`config.mk`:
```
export PLATFORM = sky130hd
export DESIGN_NAME = consonant_serializer
export DESIGN_NICKNAME = d
export VERILOG_FILES = /design/src/rtl/a2z_pkg.sv /design/src/rtl/lsb_first_one.sv /design/src/rtl/consonant_serializer.sv
export SDC_FILE = /design/constraint.sdc
export NUM_CORES = 1
export LEC_CHECK = 0
export CAP_MARGIN = 25
export CELL_PAD_IN_SITES_DETAIL_PLACEMENT = 1
export CELL_PAD_IN_SITES_GLOBAL_PLACEMENT = 1
export CORE_ASPECT_RATIO = 1.5
export CORE_UTILIZATION = 42
export CTS_CLUSTER_DIAMETER = 80
export CTS_CLUSTER_SIZE = 30
export DETAILED_ROUTE_END_ITERATION = 10
export PLACE_DENSITY = 0.95
export SLEW_MARGIN = 20
export SYNTH_ARGS = -nofsm -noshare
export SYNTH_HDL_FRONTEND = slang
export SYNTH_SLANG_ARGS = --single-unit
export TNS_END_PERCENT = 100
```
`constraint.sdc`:
```
create_clock -name clk -period 5.5 [get_ports clk]
set_input_delay 1.65 -clock clk [delete_from_list [all_inputs] [get_ports clk]]
set_output_delay 1.65 -clock clk [all_outputs]
set_load 0.01 [all_outputs]
```
`src/rtl/a2z_pkg.sv`:
```
// Shared types and constants for the vowel-elimination datapath.
package a2z_pkg;

  localparam int N_CHARS = 8;
  localparam int CHAR_W  = 8;

  typedef logic [CHAR_W-1:0] char_t;
  typedef char_t [N_CHARS-1:0] word_t;

  // Uppercase ASCII bounds, shared with the vowel stage.
  localparam char_t ASCII_A = 8'd65;
  localparam char_t ASCII_Z = 8'd90;

endpackage

```
`src/rtl/lsb_first_one.sv`:
```
// Lowest-set-bit priority encoder: index, one-hot and at-most-one flag.
// Purely combinational; no backpressure.
module lsb_first_one #(
  parameter int N = 8
) (
  input  logic [N-1:0]         req,
  output logic [$clog2(N)-1:0] idx,
  output logic [N-1:0]         onehot,
  output logic                 onehot0
);

  localparam int IDX_W = $clog2(N);

  // Two's-complement trick isolates the lowest set bit.
  assign onehot  = req & (~req + 1'b1);
  assign onehot0 = ((req & (req - 1'b1)) == '0);

  always_comb begin
    idx = '0;
    for (int i = 0; i < N; i++) begin
      if (onehot[i]) idx = idx | IDX_W'(i);
    end
  end

endmodule

```
`src/rtl/consonant_serializer.sv`:
```
// Streams the non-vowel characters of a masked word, index 0 first, one per cycle.
// Latency: accept at edge t, first beat visible after t; stalls hold all outputs stable.
module consonant_serializer
  import a2z_pkg::*;
#(
  parameter int N_CHARS = a2z_pkg::N_CHARS,
  parameter int CHAR_W  = a2z_pkg::CHAR_W
) (
  input  logic                         clk,
  input  logic                         rst_n,
  input  logic                         in_valid,
  output logic                         in_ready,
  input  logic [N_CHARS*CHAR_W-1:0]    in_word,
  input  logic [N_CHARS-1:0]           in_vmask,
  output logic                         out_valid,
  input  logic                         out_ready,
  output logic [CHAR_W-1:0]            out_char,
  output logic [$clog2(N_CHARS)-1:0]   out_idx,
  output logic                         out_last,
  output logic                         empty_pulse
);

  localparam int IDX_W = $clog2(N_CHARS);

  logic [N_CHARS-1:0][CHAR_W-1:0] word_q;
  logic [N_CHARS-1:0]             keep_q;
  logic [N_CHARS-1:0]             sel_oh;
  logic [IDX_W-1:0]               sel;
  logic                           at_most_one;
  logic                           beat;
  logic                           accept;

  lsb_first_one #(.N(N_CHARS)) u_enc (
    .req     (keep_q),
    .idx     (sel),
    .onehot  (sel_oh),
    .onehot0 (at_most_one)
  );

  assign out_valid = |keep_q;
  assign out_char  = word_q[sel];
  assign out_idx   = sel;
  assign out_last  = out_valid & at_most_one;

  assign beat     = out_valid & out_ready;
  // Accepting on the last beat keeps consecutive words bubble-free.
  assign in_ready = ~out_valid | (beat & out_last);
  assign accept   = in_valid & in_ready;

  always_ff @(posedge clk or negedge rst_n) begin
    if (!rst_n) begin
      word_q      <= '0;
      keep_q      <= '0;
      empty_pulse <= 1'b0;
    end else begin
      if (accept) begin
        word_q <= in_word;
        keep_q <= ~in_vmask;
      end else if (beat) begin
        keep_q <= keep_q & ~sel_oh;
      end
      empty_pulse <= accept & (&in_vmask);
    end
  end

endmodule

```
# Word-level counts from Yosys, hierarchy flattened
# Index checks and enable logic that the tools add are counted.
# totals
ff_bits	73
output_inout_bits	15
word_cells	41
in_bits	76
# classes
reduce_logical	4
n_mux	11
addsub	2
bitwise	13
n_lt_le_gt_ge	1
# ops
cell	count
$and A8 B8 Y8	3
$bmux W8 S3	1
$mux W8	3
$not A8 Y8	3
$mux W3	4
$add A8 B1 Y8 const B	1
$logic_not A8 Y1	1
$reduce_and A8 Y1	1
$reduce_or A8 Y1	1
$sub A8 B1 Y8 const B	1
$and A1 B1 Y1	5
$lt A3 B4 Y1 const B	1
$mux W2	2
$reduce_bool A2 Y1	1
$mux W1	1
$not A1 Y1	1
$or A1 B1 Y1	1

# Longest topological paths before layout
# Gate-level depths: netlist of run 1.
# depth
ltp_word	12
depth_mapped	9
depth_no_buf	5

# Modules after synthesis
# Synthesis of run 1 repeated with hierarchy kept, for this count alone.
# hier_totals
cells_unflattened	390
hier_area_um2	4028.9
# by_module_without_submodules
module	area_per_inst_um2	cells_each	seq_area_each_um2	instances
consonant_serializer	3824.9	359	1826.8	1
lsb_first_one	203.9	31	0.0	1

# Least setup slack after synthesis of run 1
# OpenSTA, ideal clock, no wires.
# synth_path
kind	input port to output port
startpoint	in out_ready
endpoint	out in_ready
path_buffers	0
required_ns	3.850
path_stages	3
arrival_time_ns	2.134
path_slack_ns	1.716
path_cell_list	inv_1 > a211oi_2 > or2_2
# synth_between
elab_chain_len	3
# synth_lines
element	line	rtl
start: declaration	consonant_serializer.sv:16	input logic out_ready,
$and A1 B1 Y1	consonant_serializer.sv:45	assign beat = out_valid & out_ready;
$and A1 B1 Y1	consonant_serializer.sv:47	assign in_ready = ~out_valid | (beat & out_last);
$or A1 B1 Y1	consonant_serializer.sv:47	
end: declaration	consonant_serializer.sv:12	output logic in_ready,
# No other way between the ends.

# Final worst setup path of run 1
# layout_path
startpoint	reg keep_q[2]
endpoint	out out_char[5]
# layout_between
elab_chain_len	11
# layout_lines
element	line	rtl
start: declaration	consonant_serializer.sv:26	logic [N_CHARS-1:0] keep_q;
start signal: assignment	consonant_serializer.sv:58	keep_q <= ~in_vmask;
start signal: assignment	consonant_serializer.sv:60	keep_q <= keep_q & ~sel_oh;
$not A8 Y8	lsb_first_one.sv:15	assign onehot = req & (~req + 1'b1);
$add A8 B1 Y8	lsb_first_one.sv:15	
$and A8 B8 Y8 (*)	lsb_first_one.sv:15	
$mux W2 (2 in a row)	lsb_first_one.sv:21	if (onehot[i]) idx = idx | IDX_W'(i);
$mux W3 (3 in a row)	lsb_first_one.sv:21	
$mux W3 (*)	lsb_first_one.sv:21	
$bmux W8 S3 (*)	consonant_serializer.sv:41	assign out_char = word_q[sel];
$mux W8 (not written as such) (*)	consonant_serializer.sv:41	
end: declaration	consonant_serializer.sv:17	output logic [CHAR_W-1:0] out_char,
# Every way passes the cells marked *; elsewhere a longest branch is shown, timed or not. The select of a mux whose other input is x is not followed.

==> reports/qor.txt, run 1 <==
initial antenna violation count: 0
fillers: 842
Vert. Die Dim: 115 um
fin crit share: 90.8%
post-route ant nets: 0
final setup violation count: 0
CP Capture Type: output port
worst rel slew slack: 37.6%
Max Root-Sink Buffers: 2
root buf cell: clkbuf_16
drt total wl: 9.67 mm
Sw Share: 39.1%
power density cells: 740 mW/mm^2
Initial Util: 43.0%
top-area cell type share of the netlist area: 50.8%
port bufs: 90
Yosys warnings: 0
synthesized area: 0.00360 sq mm
Clk pwr share: 15.1%
pin count of the biggest net entering global routing: 74
Synth async-reset ratio: 100%
fmax: 0.200 GHz
CTS Buf Count: 9
syn nets: 365
area leader, netlist: dfrtp_1
Final Critical Period: 4.99 ns
fin. max-slew vios: 0
vias per cell: 5.58
Pint: 2.18 mW
die width: 77.6 um
crit path kind: reg -> out
DP HPWL: 6.74 mm
I/O pin total: 91
Net Sw Power: 1.39 mW
max-cap violation count: 0
Post-synth EDFFs: 0
Gate Count Post-Synth: 289
CTS tree: built
nets: 446
Worst setup SP type: flop
synth unique cells: 35
Seq pwr share: 28.6%
clock slew at reported path FFs: 0.05 ns
Worst VDD drop: 0.805 mV
Main synth FF type: dfrtp_1
min-delay worst type: reg -> reg
first-pass GRT wire length: 15.7 mm
CTS H-tree depth: 3
GP Congestion: 0.778
CTS Sinks: 73
final hold violations: 0
total of flip-flops plus latches after synthesis: 73
Post-Layout Cell Count: 482
RSZ-0062 raised after global routing: no
clock skew: 0.00410 ns
core area: 0.00836 sq mm
residual DRC count: 2
cell count after placement: 466
Initial DRT Pass Iterations: 9
grt total ovfl: 0
Register Area: 0.00183 sq mm
Syn-to-layout area delta: 34.2%
outcome: complete, but fails checks
DRT iter0 DRCs: 134
clk_lat worst skew: 0.33 ns
violated checks: DRC
CP max FO: 23
footprint of the multi-input gates: 0.00162 sq mm
die footprint: 0.00894 sq mm
postcts setup bufs: 0
hold slack: 0.487 ns
Comb power frac: 56.3%
Ant. Diodes: 0
vias in the first global route: 2968
crit path DAT: 3.34 ns
Core Rows: 41
layout cell share with drive strength beyond 1: 21.9%
setup TNS: 0 ns
main area contributors after synthesis: dfrtp_1, mux2_2, a211oi_1, nor3b_1, mux2_1
hold_buf cts: 0
sequential fraction of the synthesis area: 50.8%
Via Count: 2689
Syn Area/Cell: 12.4 sq um
GRT Total Usage: 23.4%
drt wl/cell: 20.1 um
leak pwr: 1.89 nW
Worst-Margin Slew: 0.936 ns
cts repair resizes: 0
Critical Path RT: 3.85 ns
[kinds of logic (layout without fill, tap and decap cells)]
family / count (synthesis) / in the layout / share of synthesized area (%)
flops: 73 / 73 / 50.8
xor+xnor: 1 / 1 / 0.244
fa+ha+maj: 1 / 1 / 0.278
buf+inv: 28 / 114 / 4.66
compound gates: 60 / 60 / 11.9
mux: 65 / 65 / 20.3
simple gates: 61 / 61 / 11.8
[cell type report]
type / count / area share, %
tap: 107 / 2.77
clock buffer: 14 / 5.47
inverter: 4 / 0.311
timing repair buffer: 94 / 19.8
multi-input combinational: 188 / 33.6
clock inverter: 2 / 0.259
sequential: 73 / 37.9
[state kept, by name, summed over array words and instances, names as in the netlist]
name	count
empty_pulse	1
word_q	64
keep_q	8
[through the flow]
step           total power, mW  cell area (sq um)  setup WS, ns  utilization (%)
6_report                  3.57               4820         0.506             57.7
5_1_grt                   3.78               4820         0.412             57.7
4_1_cts                   3.60               4820         0.550             57.7
3_5_place_dp              3.03               4550         0.622             54.4
3_3_place_gp              2.93               4550         0.709             54.4
2_1_floorplan             2.28               3600          1.72                -
[final timing paths]
path	start	to	slack [ns]	cells past startpoint
worst max-delay path	keep_q[2]$_DFFE_PN0P_	out_char[5]	0.51	7
worst max register to register	keep_q[4]$_DFFE_PN0P_	word_q[24]$_DFFE_PN0P_	3.05	6
min in group asynchronous	rst_n	word_q[19]$_DFFE_PN0P_	1.46	1
worst min-delay path	word_q[0]$_DFFE_PN0P_	word_q[0]$_DFFE_PN0P_	0.49	1
max in group asynchronous	rst_n	word_q[2]$_DFFE_PN0P_	3.42	1
worst min register to register	word_q[0]$_DFFE_PN0P_	word_q[0]$_DFFE_PN0P_	0.49	1
[layer usage]
metal	wire length (um)	GRT usage [%]
met1	3950	27.6
met2	5110	40.8
met3	314	3.89
met4	289	12.2
met5	0	0
[synthesized netlist by cell type (all sizes together), types with 2 or more instances]
library cell and instances:
a21oi 3, dfrtp 73, or2 4, nand2b 2
nor4 10, clkbuf 9, inv 4, mux2 64
nor3 2, buf 15, nand2 3, nor2 4
o31ai 3, nand4 2, o21ai 17, a211oi 33
nor3b 32
[power groups by stage]
stage / logic (mW) / clock network [mW] / registers [mW]
2_1_floorplan: 1.36 / 0 / 0.926
3_3_place_gp: 1.94 / 0 / 0.993
3_5_place_dp: 2.01 / 0 / 1.02
4_1_cts: 2.03 / 0.552 / 1.02
5_1_grt: 2.16 / 0.570 / 1.06
6_report: 2.01 / 0.539 / 1.02
[layout by cell type, fill, tap and decap left out, types with 4 or more instances in the layout]
cell and count:
o21ai_0 15, mux2_1 9, nor3b_1 32, a211oi_1 32, dfrtp_1 73, nor2_1 4, clkbuf_16 9, nor4_1 9
inv_1 4, clkdlybuf4s50_1 89, mux2_2 55
[worst max-delay path: stages (launching register included)]
cell and delay, ns:
dfrtp_1 0.51, nor4_4 0.40, and4b_1 0.27, or2_1 0.41, buf_12 0.22, a211oi_1 0.08
nor4_1 0.49, clkdlybuf4s50_1 0.62
(Power assumes the default switching activity.)
==> run 2: changes to the inputs <==
- RECOVER_POWER: default -> 100
==> reports/qor.txt, run 2 (synthesis results as in run 1) <==
clock slew at reported path FFs: 0.05 ns (about the same)
postcts setup bufs: 0 (unchanged)
GP Congestion: 0.778 (unchanged)
DP Worst Slack: 0.622 ns (unchanged)
Ant. Diodes: 0 (unchanged)
Initial DRT Pass Iterations: 9 (unchanged)
max reg flops: 64 (unchanged)
setup TNS: 0 ns (unchanged)
CP max FO: 2 (-91%)
final core occ: 57.4% (-0.27 points)
most frequent cells in the layout: clkdlybuf4s50_1, dfrtp_1, mux2_2
Core Rows: 41 (unchanged)
pin count of the biggest net entering global routing: 74 (unchanged)
nets: 446 (unchanged)
Worst VDD drop: 0.771 mV (-4.2%)
biggest regs: word_q x64, keep_q x8, empty_pulse x1
residual DRC count: 2 (unchanged)
fin. max-slew vios: 148 (+148)
final setup violation count: 0 (unchanged)
crit path DAT: 3.50 ns (+0.16 ns)
cts repair resizes: 0 (unchanged)
Seq pwr share: 29.2% (+0.6 points)
root buf cell: clkbuf_16
CTS Sinks: 73 (unchanged)
Clk pwr share: 15.4% (+0.3 points)
leak pwr: 1.89 nW (-0.13%)
power density cells: 729 mW/mm^2 (-1.5%)
violated checks: DRC, capacitance limit, slew limit
final hold violations: 0 (unchanged)
Final WS setup: 0.349 ns (-0.156 ns)
Worst-Margin Slew: 1.83 ns (+0.896 ns)
Worst setup SP type: input port
RSZ-0062 raised after global routing: no
Pint: 2.12 mW (-2.3%)
total power: 3.50 mW (-1.9%)
max-cap violation count: 2 (+2)
core area: 0.00836 sq mm (unchanged)
Via Count: 2690 (+0.037%)
Critical Path RT: 3.85 ns (about the same)
Sw Share: 39.3% (+0.25 points)
DP HPWL: 6.74 mm (unchanged)
fin crit share: 93.6% (+2.8 points)
fmax: 0.194 GHz (-3.0%)
DRT iter0 DRCs: 141 (+5.2%)
fillers: 846 (+0.48%)
vias per cell: 5.58 (about the same)
clock skew: 0.00415 ns (+0.0000526 ns)
I/O pin total: 91 (unchanged)
drt total wl: 9.60 mm (-0.64%)
hold_buf cts: 0 (unchanged)
Top reg by flops: word_q
initial antenna violation count: 0 (unchanged)
die width: 77.6 um (unchanged)
GRT Total Usage: 23.4% (unchanged)
Max Root-Sink Buffers: 2 (unchanged)
clk_lat worst skew: 0.33 ns (about the same)
Comb power frac: 55.5% (-0.8 points)
port bufs: 90 (unchanged)
drt wl/cell: 19.9 um (-0.64%)
flop2flop setup slack: 2.08 ns (-0.97 ns)
Syn-to-layout area delta: 33.5%
Initial Util: 43.0% (unchanged)
die footprint: 0.00894 sq mm (unchanged)
crit path kind: in -> out
first-pass GRT wire length: 15.7 mm (unchanged)
grt total ovfl: 0 (unchanged)
CTS Buf Count: 9 (unchanged)
outcome: complete, but fails checks
layout cell share with drive strength beyond 1: 21.6% (-0.27 points)
vias in the first global route: 2968 (unchanged)
min-delay worst type: reg -> reg
Final Critical Period: 5.15 ns (+0.156 ns)
post-route ant nets: 0 (unchanged)
CTS H-tree depth: 3 (unchanged)
CP Capture Type: output port
commonest non-fill, non-tap cell in the layout: clkdlybuf4s50_1
worst rel slew slack: -22.2% (-60 points)
Net Sw Power: 1.38 mW (-1.3%)
CTS tree: built
Vert. Die Dim: 115 um (unchanged)
run 2: power by group through the flow:
| stage | Combinational, mW | Sequential, mW | Clock, mW |
|---|---|---|---|
| floorplan | 1.36 | 0.926 | 0 |
| global placement | 1.94 | 0.993 | 0 |
| detailed placement | 2.01 | 1.02 | 0 |
| CTS | 2.03 | 1.02 | 0.552 |
| global route | 2.10 | 1.06 | 0.570 |
| finish | 1.94 | 1.02 | 0.538 |
run 2: worst paths after layout:
| check | from | end | cells after the start |
|---|---|---|---|
| max | out_ready | in_ready | 5 |
| min | word_q[0]$_DFFE_PN0P_ | word_q[0]$_DFFE_PN0P_ | 1 |
| max reg2reg | keep_q[4]$_DFFE_PN0P_ | word_q[24]$_DFFE_PN0P_ | 6 |
| min reg2reg | word_q[0]$_DFFE_PN0P_ | word_q[0]$_DFFE_PN0P_ | 1 |
| max in group asynchronous | rst_n | word_q[29]$_DFFE_PN0P_ | 1 |
| min in group asynchronous | rst_n | word_q[19]$_DFFE_PN0P_ | 1 |
run 2: through the flow:
stage          hold WS, ns  std cells  area [sq um]
6_report             0.487        482          4800
5_1_grt              0.512        482          4800
4_1_cts              0.494        482          4820
3_5_place_dp         0.478        466          4550
3_3_place_gp         0.474        466          4550
2_1_floorplan        0.456        289          3600
run 2: final cells by class:
class	instances	area, sq um	share of cell area (%)
flip-flops and latches	73	1830	38.0
multi-input cells	188	1610	33.6
repair buffers	94	936	19.5
clock buffers	14	264	5.50
well taps	107	134	2.79
inverters	4	15.0	0.313
clock inverters	2	12.5	0.261
run 2: worst max-delay path: stages:
cell	delay, ns
dlygate4sd3_1	0.55
inv_1	0.06
a211oi_1	0.42
or2_2	0.20
dlygate4sd3_1	0.61
run 2: metal layers:
metal | up-vias | routed length, um | GRT usage, %
met4 | 0 | 289 | 12.2
li1 | 1247 | - | -
met3 | 17 | 314 | 3.89
met1 | 1355 | 3890 | 27.6
met5 | - | 0 | 0
met2 | 71 | 5110 | 40.8
